==> config.mk <==
export PLATFORM = sky130hd
export DESIGN_NAME = bus_arbiter
export DESIGN_NICKNAME = d
export VERILOG_FILES = /design/src/rtl/bus_pkg.sv /design/src/rtl/bus_rr_pick.sv /design/src/rtl/bus_arbiter.sv
export SDC_FILE = /design/constraint.sdc
export NUM_CORES = 1
export LEC_CHECK = 0
export ABC_AREA = 1
export CORE_MARGIN = 2
export CORE_UTILIZATION = 56
export DETAILED_ROUTE_END_ITERATION = 7
export PLACE_DENSITY = 0.87
export SYNTH_ARGS = -nofsm -noshare
export SYNTH_HDL_FRONTEND = slang
export SYNTH_HIERARCHICAL = 1
export SYNTH_SLANG_ARGS = --single-unit
==> constraint.sdc <==
create_clock -name clk_i -period 2.33 [get_ports clk_i]
set_input_delay 0.466 -clock clk_i [delete_from_list [all_inputs] [get_ports clk_i]]
set_output_delay 0.466 -clock clk_i [all_outputs]
set_load 0.05 [all_outputs]
==> src/rtl/bus_pkg.sv <==
// Shared types and constants for the four-master bus arbiter.
package bus_pkg;

  localparam int BUS_MST_NUM = 4;

  typedef logic [1:0] bus_mst_idx_t;

  typedef enum logic {
    ARB_IDLE,
    ARB_OWN
  } arb_state_e;

endpackage

==> src/rtl/bus_rr_pick.sv <==
// Combinational round-robin picker: scans last+1 .. last+4 (mod 4) and
// returns the first eligible requester.
module bus_rr_pick
  import bus_pkg::*;
(
  input  logic [BUS_MST_NUM-1:0] req,
  input  bus_mst_idx_t           last,
  input  logic [BUS_MST_NUM-1:0] excl,
  output logic                   valid,
  output bus_mst_idx_t           idx
);

  logic [BUS_MST_NUM-1:0] elig;
  bus_mst_idx_t           cand;

  always_comb begin
    elig  = req & ~excl;
    valid = 1'b0;
    idx   = last;
    cand  = last;
    // The final step wraps back to 'last' itself, giving it lowest priority.
    for (int i = 1; i <= BUS_MST_NUM; i++) begin
      cand = last + bus_mst_idx_t'(i);
      if (!valid && elig[cand]) begin
        valid = 1'b1;
        idx   = cand;
      end
    end
  end

endmodule

==> src/rtl/bus_arbiter.sv <==
// Four-master round-robin bus arbiter with ownership hold and a hold-time
// limit that forces handover when other masters are waiting.
//
// state    | meaning
// ARB_IDLE | no grant asserted; owner_o holds the last owner
// ARB_OWN  | exactly one grant asserted; hold counter running
module bus_arbiter
  import bus_pkg::*;
#(
  parameter int HOLD_MAX  = 256,
  parameter int CNT_WIDTH = 9
) (
  input  logic         clk_i,
  input  logic         rst_n_i,
  input  logic         m0_req_i,
  input  logic         m1_req_i,
  input  logic         m2_req_i,
  input  logic         m3_req_i,
  output logic         m0_grnt_o,
  output logic         m1_grnt_o,
  output logic         m2_grnt_o,
  output logic         m3_grnt_o,
  output bus_mst_idx_t owner_o,
  output logic         busy_o,
  output logic         timeout_o
);

  localparam logic [CNT_WIDTH-1:0] HOLD_LAST =
    (HOLD_MAX == 0) ? '0 : CNT_WIDTH'(HOLD_MAX - 1);
  localparam logic HOLD_EN = (HOLD_MAX != 0);

  arb_state_e             state_q, state_d;
  logic [BUS_MST_NUM-1:0] grnt_q, grnt_d;
  bus_mst_idx_t           owner_q, owner_d;
  logic [CNT_WIDTH-1:0]   cnt_q, cnt_d;
  logic                   timeout_q, timeout_d;
  logic                   busy_q;

  logic [BUS_MST_NUM-1:0] req;
  logic [BUS_MST_NUM-1:0] owner_mask;
  logic [BUS_MST_NUM-1:0] excl;
  logic                   owner_req;
  logic                   force_ho;
  logic                   pick_vld;
  bus_mst_idx_t           pick_idx;

  assign req        = {m3_req_i, m2_req_i, m1_req_i, m0_req_i};
  assign owner_mask = BUS_MST_NUM'(1) << owner_q;
  assign owner_req  = req[owner_q];
  // '>=' keeps the limit armed once an unchallenged owner has run past it.
  assign force_ho   = HOLD_EN && (cnt_q >= HOLD_LAST) && owner_req
                      && (|(req & ~owner_mask));
  assign excl       = (state_q == ARB_OWN) ? owner_mask : '0;

  bus_rr_pick u_pick (
    .req   (req),
    .last  (owner_q),
    .excl  (excl),
    .valid (pick_vld),
    .idx   (pick_idx)
  );

  always_comb begin
    state_d   = state_q;
    grnt_d    = grnt_q;
    owner_d   = owner_q;
    cnt_d     = cnt_q;
    timeout_d = 1'b0;
    case (state_q)
      ARB_IDLE: begin
        if (pick_vld) begin
          grnt_d  = BUS_MST_NUM'(1) << pick_idx;
          owner_d = pick_idx;
          cnt_d   = '0;
          state_d = ARB_OWN;
        end
      end
      ARB_OWN: begin
        if (owner_req && !force_ho) begin
          if (cnt_q != '1) cnt_d = cnt_q + CNT_WIDTH'(1);
        end else if (pick_vld) begin
          grnt_d    = BUS_MST_NUM'(1) << pick_idx;
          owner_d   = pick_idx;
          cnt_d     = '0;
          timeout_d = force_ho;
        end else begin
          grnt_d  = '0;
          cnt_d   = '0;
          state_d = ARB_IDLE;
        end
      end
      default: begin
        grnt_d  = '0;
        cnt_d   = '0;
        state_d = ARB_IDLE;
      end
    endcase
  end

  always_ff @(posedge clk_i or negedge rst_n_i) begin
    if (!rst_n_i) begin
      state_q   <= ARB_IDLE;
      grnt_q    <= '0;
      owner_q   <= bus_mst_idx_t'(3);
      cnt_q     <= '0;
      timeout_q <= 1'b0;
      busy_q    <= 1'b0;
    end else begin
      state_q   <= state_d;
      grnt_q    <= grnt_d;
      owner_q   <= owner_d;
      cnt_q     <= cnt_d;
      timeout_q <= timeout_d;
      busy_q    <= |grnt_d;
    end
  end

  assign m0_grnt_o = grnt_q[0];
  assign m1_grnt_o = grnt_q[1];
  assign m2_grnt_o = grnt_q[2];
  assign m3_grnt_o = grnt_q[3];
  assign owner_o   = owner_q;
  assign busy_o    = busy_q;
  assign timeout_o = timeout_q;

endmodule
# Word level (Yosys, flattened, before mapping)
# Cells that the tools add are included.
# Widths: inputs -> output; s select.
# classes
add_sub_neg	4
n_lt_le_gt_ge	5
eq_ne	4
shifts	2
muxes	36
bitwise_logic	5
n_reduce_logical	13
# ops
op	count
$mux 9	3
$pmux 9 s2	1
$mux 4	4
$mux 1	14
$lt 2x3->1 const B	4
$mux 2	6
$bmux 1 s2	5
$add 9x1->9 const B	1
$ge 9x8->1 const B	1
$ne 9x9->1 const B	1
$and 4x4->4	2
$not 4->4	2
$pmux 4 s2	1
$reduce_or 4->1	2
$shl 1x2->4 const A	2
$logic_and 1x1->1	6
$add 2x2->2 const B	2
$logic_not 1->1	4
$ne 2x2->1 const B	2
$pmux 2 s2	1
$ne 3x2->1 const B	1
$add 2x1->2 const B	1
$pmux 1 s2	1
$reduce_and 2->1	1
$not 1->1	1
# totals
reg_bits	18
input_bits	6
output_inout_bits	8
word_cells	75

# Logic depth before layout (Yosys ltp)
# depth
depth_word	21
ltp_mapped	19
mapped_depth_nobuf	18

# Cells and area by module
# Netlist, hierarchy kept.
# by_module_without_submodules
module	n_inst	cells_per_inst	area_per_inst_um2
bus_arbiter	1	142	1159.9
bus_rr_pick	1	49	275.3

# Worst setup path before layout
# No wires, ideal clock.
# synth_timing
kind	reg-to-reg
startpoint	register owner_q[0] (netlist: owner_o[0])
endpoint	register cnt_q[7]
setup_ns	0.119
arrival_time_ns	2.251
t_required_ns	2.211
setup_slack_ns	-0.040
path_stages_with_launch	17
n_path_buf	2
synth_period_minus_slack_ns	2.370
cell_sequence	dfstp_2 buf_6 nand2_1 nor2_1 inv_1 nand3_1 nand2_1 o21a_2 nor2_1 nand2_1 nor2_1 nor2_1 inv_1 nand2_4 buf_12 nand2_2 o21ai_2
# synth_between
elab_chain_len	18
elab_cells_between_ends	39
classes_between	add/sub: 3; eq/ne: 2; shift: 1; mux: 17; bitwise: 4; reduce/logical: 12
# synth_lines
element	line	rtl
start, declared	bus_arbiter.sv:34	bus_mst_idx_t owner_q, owner_d;
start signal, assigned	bus_arbiter.sv:104	owner_q <= bus_mst_idx_t'(3);
start signal, assigned	bus_arbiter.sv:111	owner_q <= owner_d;
$shl 1x2->4 (*)	bus_arbiter.sv:48	assign owner_mask = BUS_MST_NUM'(1) << owner_q;
$mux 4 (*)	bus_arbiter.sv:53	assign excl = (state_q == ARB_OWN) ? owner_mask : '0;
named net excl[3]	bus_arbiter.sv:41	logic [BUS_MST_NUM-1:0] excl;
$not 4->4 (*)	bus_rr_pick.sv:17	elig = req & ~excl;
$and 4x4->4 (*)	bus_rr_pick.sv:17	
$bmux 1 s2	bus_rr_pick.sv:24	if (!valid && elig[cand]) begin
$mux 1 (implied by the code)	bus_rr_pick.sv:24	
$mux 1	bus_rr_pick.sv:24	
(+4 left out)	--	
$logic_and 1x1->1	bus_rr_pick.sv:24	
$mux 1	bus_rr_pick.sv:24	
$logic_not 1->1	bus_rr_pick.sv:24	
$logic_and 1x1->1	bus_rr_pick.sv:24	
$mux 1 (*)	bus_rr_pick.sv:24	
named net pick_vld	bus_arbiter.sv:44	logic pick_vld;
$ne 2x2->1 (no source line) (*)	--	
$reduce_and 2->1 (no source line) (*)	--	
end signal, assigned	bus_arbiter.sv:112	cnt_q <= cnt_d;
end, declared	bus_arbiter.sv:35	logic [CNT_WIDTH-1:0] cnt_q, cnt_d;
# The timed path passes the listed nets; every way through them passes the cells marked *. The select of a mux whose other input is x is not followed.
# A chain may end at the register's enable or synchronous reset.

# Final worst setup path
# layout_timing
startpoint	register owner_q[1] (netlist: owner_o[1])
endpoint	register busy_q (netlist: busy_o)
# layout_between
elab_chain_len	21
elab_cells_between_ends	44
classes_between	add/sub: 3; shift: 2; mux: 23; bitwise: 4; reduce/logical: 12
# layout_lines
element	line	rtl
$shl 1x2->4 (*)	bus_arbiter.sv:48	
$mux 4 (*)	bus_arbiter.sv:53	
named net excl[0]	bus_arbiter.sv:41	
$not 4->4 (*)	bus_rr_pick.sv:17	
$and 4x4->4 (*)	bus_rr_pick.sv:17	
$bmux 1 s2	bus_rr_pick.sv:24	
$mux 1 (implied by the code)	bus_rr_pick.sv:24	
$mux 1	bus_rr_pick.sv:24	
(+8 left out)	--	
$mux 2 (*)	bus_rr_pick.sv:24	
named net pick_idx[0]	bus_arbiter.sv:45	bus_mst_idx_t pick_idx;
$shl 1x2->4 (*)	bus_arbiter.sv:72, bus_arbiter.sv:82	
$mux 4	bus_arbiter.sv:81	end else if (pick_vld) begin
$mux 4	bus_arbiter.sv:79	if (owner_req && !force_ho) begin
$pmux 4 s2 (*)	bus_arbiter.sv:69	case (state_q)
named net grnt_d[1]	bus_arbiter.sv:33	logic [BUS_MST_NUM-1:0] grnt_q, grnt_d;
$reduce_or 4->1 (*)	bus_arbiter.sv:114	busy_q <= |grnt_d;
end signal, assigned	bus_arbiter.sv:114	
end, declared	bus_arbiter.sv:37	logic busy_q;
# Marks and branches as above.

==> out/metrics.csv <==
stage,metric,value,unit
power_and_ir_drop,Clk pwr share,0.070,
detailed_routing,initial DRC count,44,
place,DP HPWL,2.339,mm
place,# port buffers,13,
power_and_ir_drop,Switching Share,0.5392,
floorplan,die area,2984,µm²
finish,final instance area,1765,µm²
clock_tree,Inserted Clock Buffers,3,
place,post-placement cell count,236,
logic_synthesis,syn_nets,200,
detailed_routing,vias,1358,
power_and_ir_drop,sequential share of power,0.180,
finish,layout cells sized above 1,0.3981,
finish,layout overhead on the synthesized area,23.02,%
clock_tree,CTS Root Cell,clkbuf_4,
detailed_routing,Avg Vias per Cell,5.520,
sta,unrepaired setup endpoints after global routing,yes,
logic_synthesis,syn avg cell area,7.514,µm²
clock_tree,Worst-Skew Late Latency,0.31,ns
sta,setup violators final,0,
flow_run,max_cap viols,0,
critical_path,CP Max Fanout,8,
logic_synthesis,YS warnings,6,
sta,"Hold Vio Cnt, Final",0,
logic_synthesis,#FFs+latches synth,18,
clock_tree,Worst-path clk slew,0.11,ns
grt,Overall Global Routing Usage,0.2423,
detailed_routing,Routed WL,3.395,mm
hold_path,HP Class,primary input to async pin,
sta,minimum clock period,2.208,ns
sta,Rel. slew slack,0.6579,
logic_synthesis,synth unique cells,31,
finish,Final #Nets,226,
sta,Slew @ Worst Pin,0.5115,ns
critical_path,critical path class,flip-flop to flip-flop,
logic_synthesis,Post-synth EDFFs,0,
sta,final hold slack,0.4717,ns
power_and_ir_drop,Logic pwr share,0.750,
floorplan,CORE AREA,2455,µm²
power_and_ir_drop,Psw,0.001545,W
place,pre-CTS setup slack,-0.06152,ns
sta,clk_skew,0.008358,ns
clock_tree,H-tree depth,1,
finish,Antenna diodes,0,
clock_tree,post-cts hold buffer count,0,
power_and_ir_drop,internal power,0.001321,W
floorplan,Die Ht,54.63,µm
detailed_routing,DRC,0,
grt,number of global-route vias before repair,1261,
power_and_ir_drop,Peak VDD IR,0.001303,V
grt,GRT overflow,0,
critical_path,CP startpoint,owner_o[1],
place,Post-Place Cell Area,1614,µm²
clock_tree,Clock Sinks,18,
grt,largest net degree at the start of global routing,19,
logic_synthesis,synthesized area,1435,µm²
floorplan,Row Count,18,
run_status,status,"complete, no violations",
logic_synthesis,"FFs w/ async S/R, synth",1.000,
logic_synthesis,sequential share of the synthesized area,0.3156,
sta,worst setup margin,0.1221,ns
finish,Seq. cell area,456.7,µm²
detailed_routing,DRT Pass-1 Iters,4,
clock_tree,clk buf depth,2,
finish,area occupied by multi-input gates,913.4,µm²
sta,fmax,452.9,MHz
sta,max-slew violations,0,
sta,crit share post-route,0.9476,
grt,first-pass GRT wire length,5.064,mm
power_and_ir_drop,power per cell area,1623,nW/µm²
finish,fill cell count,189,
finish,"non-filler cells, final",246,
logic_synthesis,ys flop type,dfrtp_1,
floorplan,I/O pins,14,
clock_tree,CTS tree,done,
critical_path,required time worst endpoint,2.58,ns
grt,initial antenna violation count,0,
power_and_ir_drop,Pleak,0.8615,nW
floorplan,Initial Util,0.5846,
critical_path,worst reg2reg path startpoint,owner_o[1],
logic_synthesis,cell count after synthesis,191,
critical_path,crit start category,flip-flop,
detailed_routing,wire per inst,13.80,µm
critical_path,critical path endpoint category,flip-flop,
place,GPL Wtd Cong,0.8198,
critical_path,Critical Path AT,2.46,ns
detailed_routing,Final ANT Viol Nets,0,
floorplan,Die Width,54.63,µm
metrics by stage:
stage / util / power (W) / setup TNS, ns
after global routing: 0.7192 / 0.003073 / -0.01888
after CTS: 0.6814 / 0.002586 / 0
final: 0.7192 / 0.002866 / 0
after detailed placement: 0.6575 / 0.002342 / -0.2062
after floorplan: - / 0.001962 / -0.02553
after global placement: 0.6575 / 0.002274 / 0
path summary, 6_finish.rpt:
kind	slack [ns]	depth (start not counted)	to
max	0.12	15	busy_o
min	0.47	2	timeout_o
max reg2reg	0.12	15	busy_o
min reg2reg	0.53	2	grnt_q[0]
max in group asynchronous	1.59	2	owner_o[0]
min in group clk_i	0.53	2	grnt_q[0]
final cells by class:
| type | instances | share of cell area |
|---|---|---|
| Tap cell | 30 | 0.02126 |
| Clock buffer | 4 | 0.02055 |
| Timing Repair Buffer | 23 | 0.1134 |
| Sequential cell | 18 | 0.2587 |
| Inverter | 26 | 0.06875 |
| Multi-Input combinational cell | 145 | 0.5174 |
cell families (layout without fill, tap and decap cells):
family / count (synthesis) / after routing / synth area share
DFF: 18 / 18 / 0.3156
buffers and inverters: 29 / 53 / 0.1142
AOI/OAI and AO/OA: 18 / 18 / 0.09590
adders and majority gates: 3 / 3 / 0.02616
xor gates and xnor gates: 2 / 2 / 0.01221
and+or+nand+nor: 121 / 122 / 0.4359
flip-flops by register name, summed over array words and instances, names as in the netlist:
| signal | count |
|---|---|
| busy_o | 1 |
| cnt_q | 9 |
| grnt_q | 4 |
| owner_o | 2 |
| state_q | 1 |
| timeout_o | 1 |
cells in the final DEF, fill, tap and decap left out, drive strengths merged:
cell	count
nor3	5
a21oi	4
buf	12
dfstp	2
inv	25
o22ai	2
clkdlybuf4s50	11
nor2	21
a21boi	1
o21a	1
bufinv	1
nand3	29
o21bai	1
o21ai	9
nand2	67
xor2	2
dfrtp	16
clkbuf	4
ha	3
per-layer routing:
| layer | track usage | vias to the layer above | wire length, µm |
|---|---|---|---|
| li1 | - | 661 | - |
| met1 | 0.2671 | 646 | 1412 |
| met2 | 0.4286 | 41 | 1728 |
| met3 | 0.06284 | 10 | 161 |
| met4 | 0.1125 | 0 | 93 |
| met5 | 0 | - | 0 |
Yosys cell counts, types with 2 or more instances:
cell type,number,area share
dfrtp_1,16,0.28
nand3_1,23,0.080
nand3_2,5,0.035
a21oi_2,3,0.018
ha_1,3,0.026
o21ai_0,3,0.010
nand2_1,49,0.13
inv_4,2,0.0087
inv_2,2,0.0052
xor2_1,2,0.012
nor3_1,5,0.017
nand2_2,12,0.052
nand2_4,5,0.039
buf_6,2,0.016
inv_1,20,0.052
o21ai_2,5,0.031
dfstp_2,2,0.037
nor2_1,19,0.050
worst max-delay path: stages (launching register included):
cell and delay, ns:
dfstp_4 0.69, buf_4 0.14, nor3_1 0.04, inv_1 0.08, nand3_1 0.10, nand3_1 0.10
o21a_2 0.17, buf_4 0.13, nand2_4 0.06, o21ai_2 0.18, inv_1 0.10, nor2_1 0.10
nand3_1 0.10, nand2_2 0.09, nor2_2 0.04, nand2_1 0.04
power groups by stage:
| stage | Combinational [W] | Sequential, W | Clock [W] |
|---|---|---|---|
| finish | 0.00215 | 0.000517 | 0.000201 |
| global route | 0.00233 | 0.000526 | 0.000213 |
| CTS | 0.00187 | 0.000509 | 0.000203 |
| detailed placement | 0.00181 | 0.000532 | 0 |
| global placement | 0.00175 | 0.000527 | 0 |
| floorplan | 0.00128 | 0.000679 | 0 |
repair_timing:
item,4_1_cts,5_1_grt
resized for setup,0,25
endpoints found under the setup margin,3,10
cloned,0,1
setup buffers,3,2
pin swaps,0,10
No activity file was read; power rests on OpenSTA's default activity.
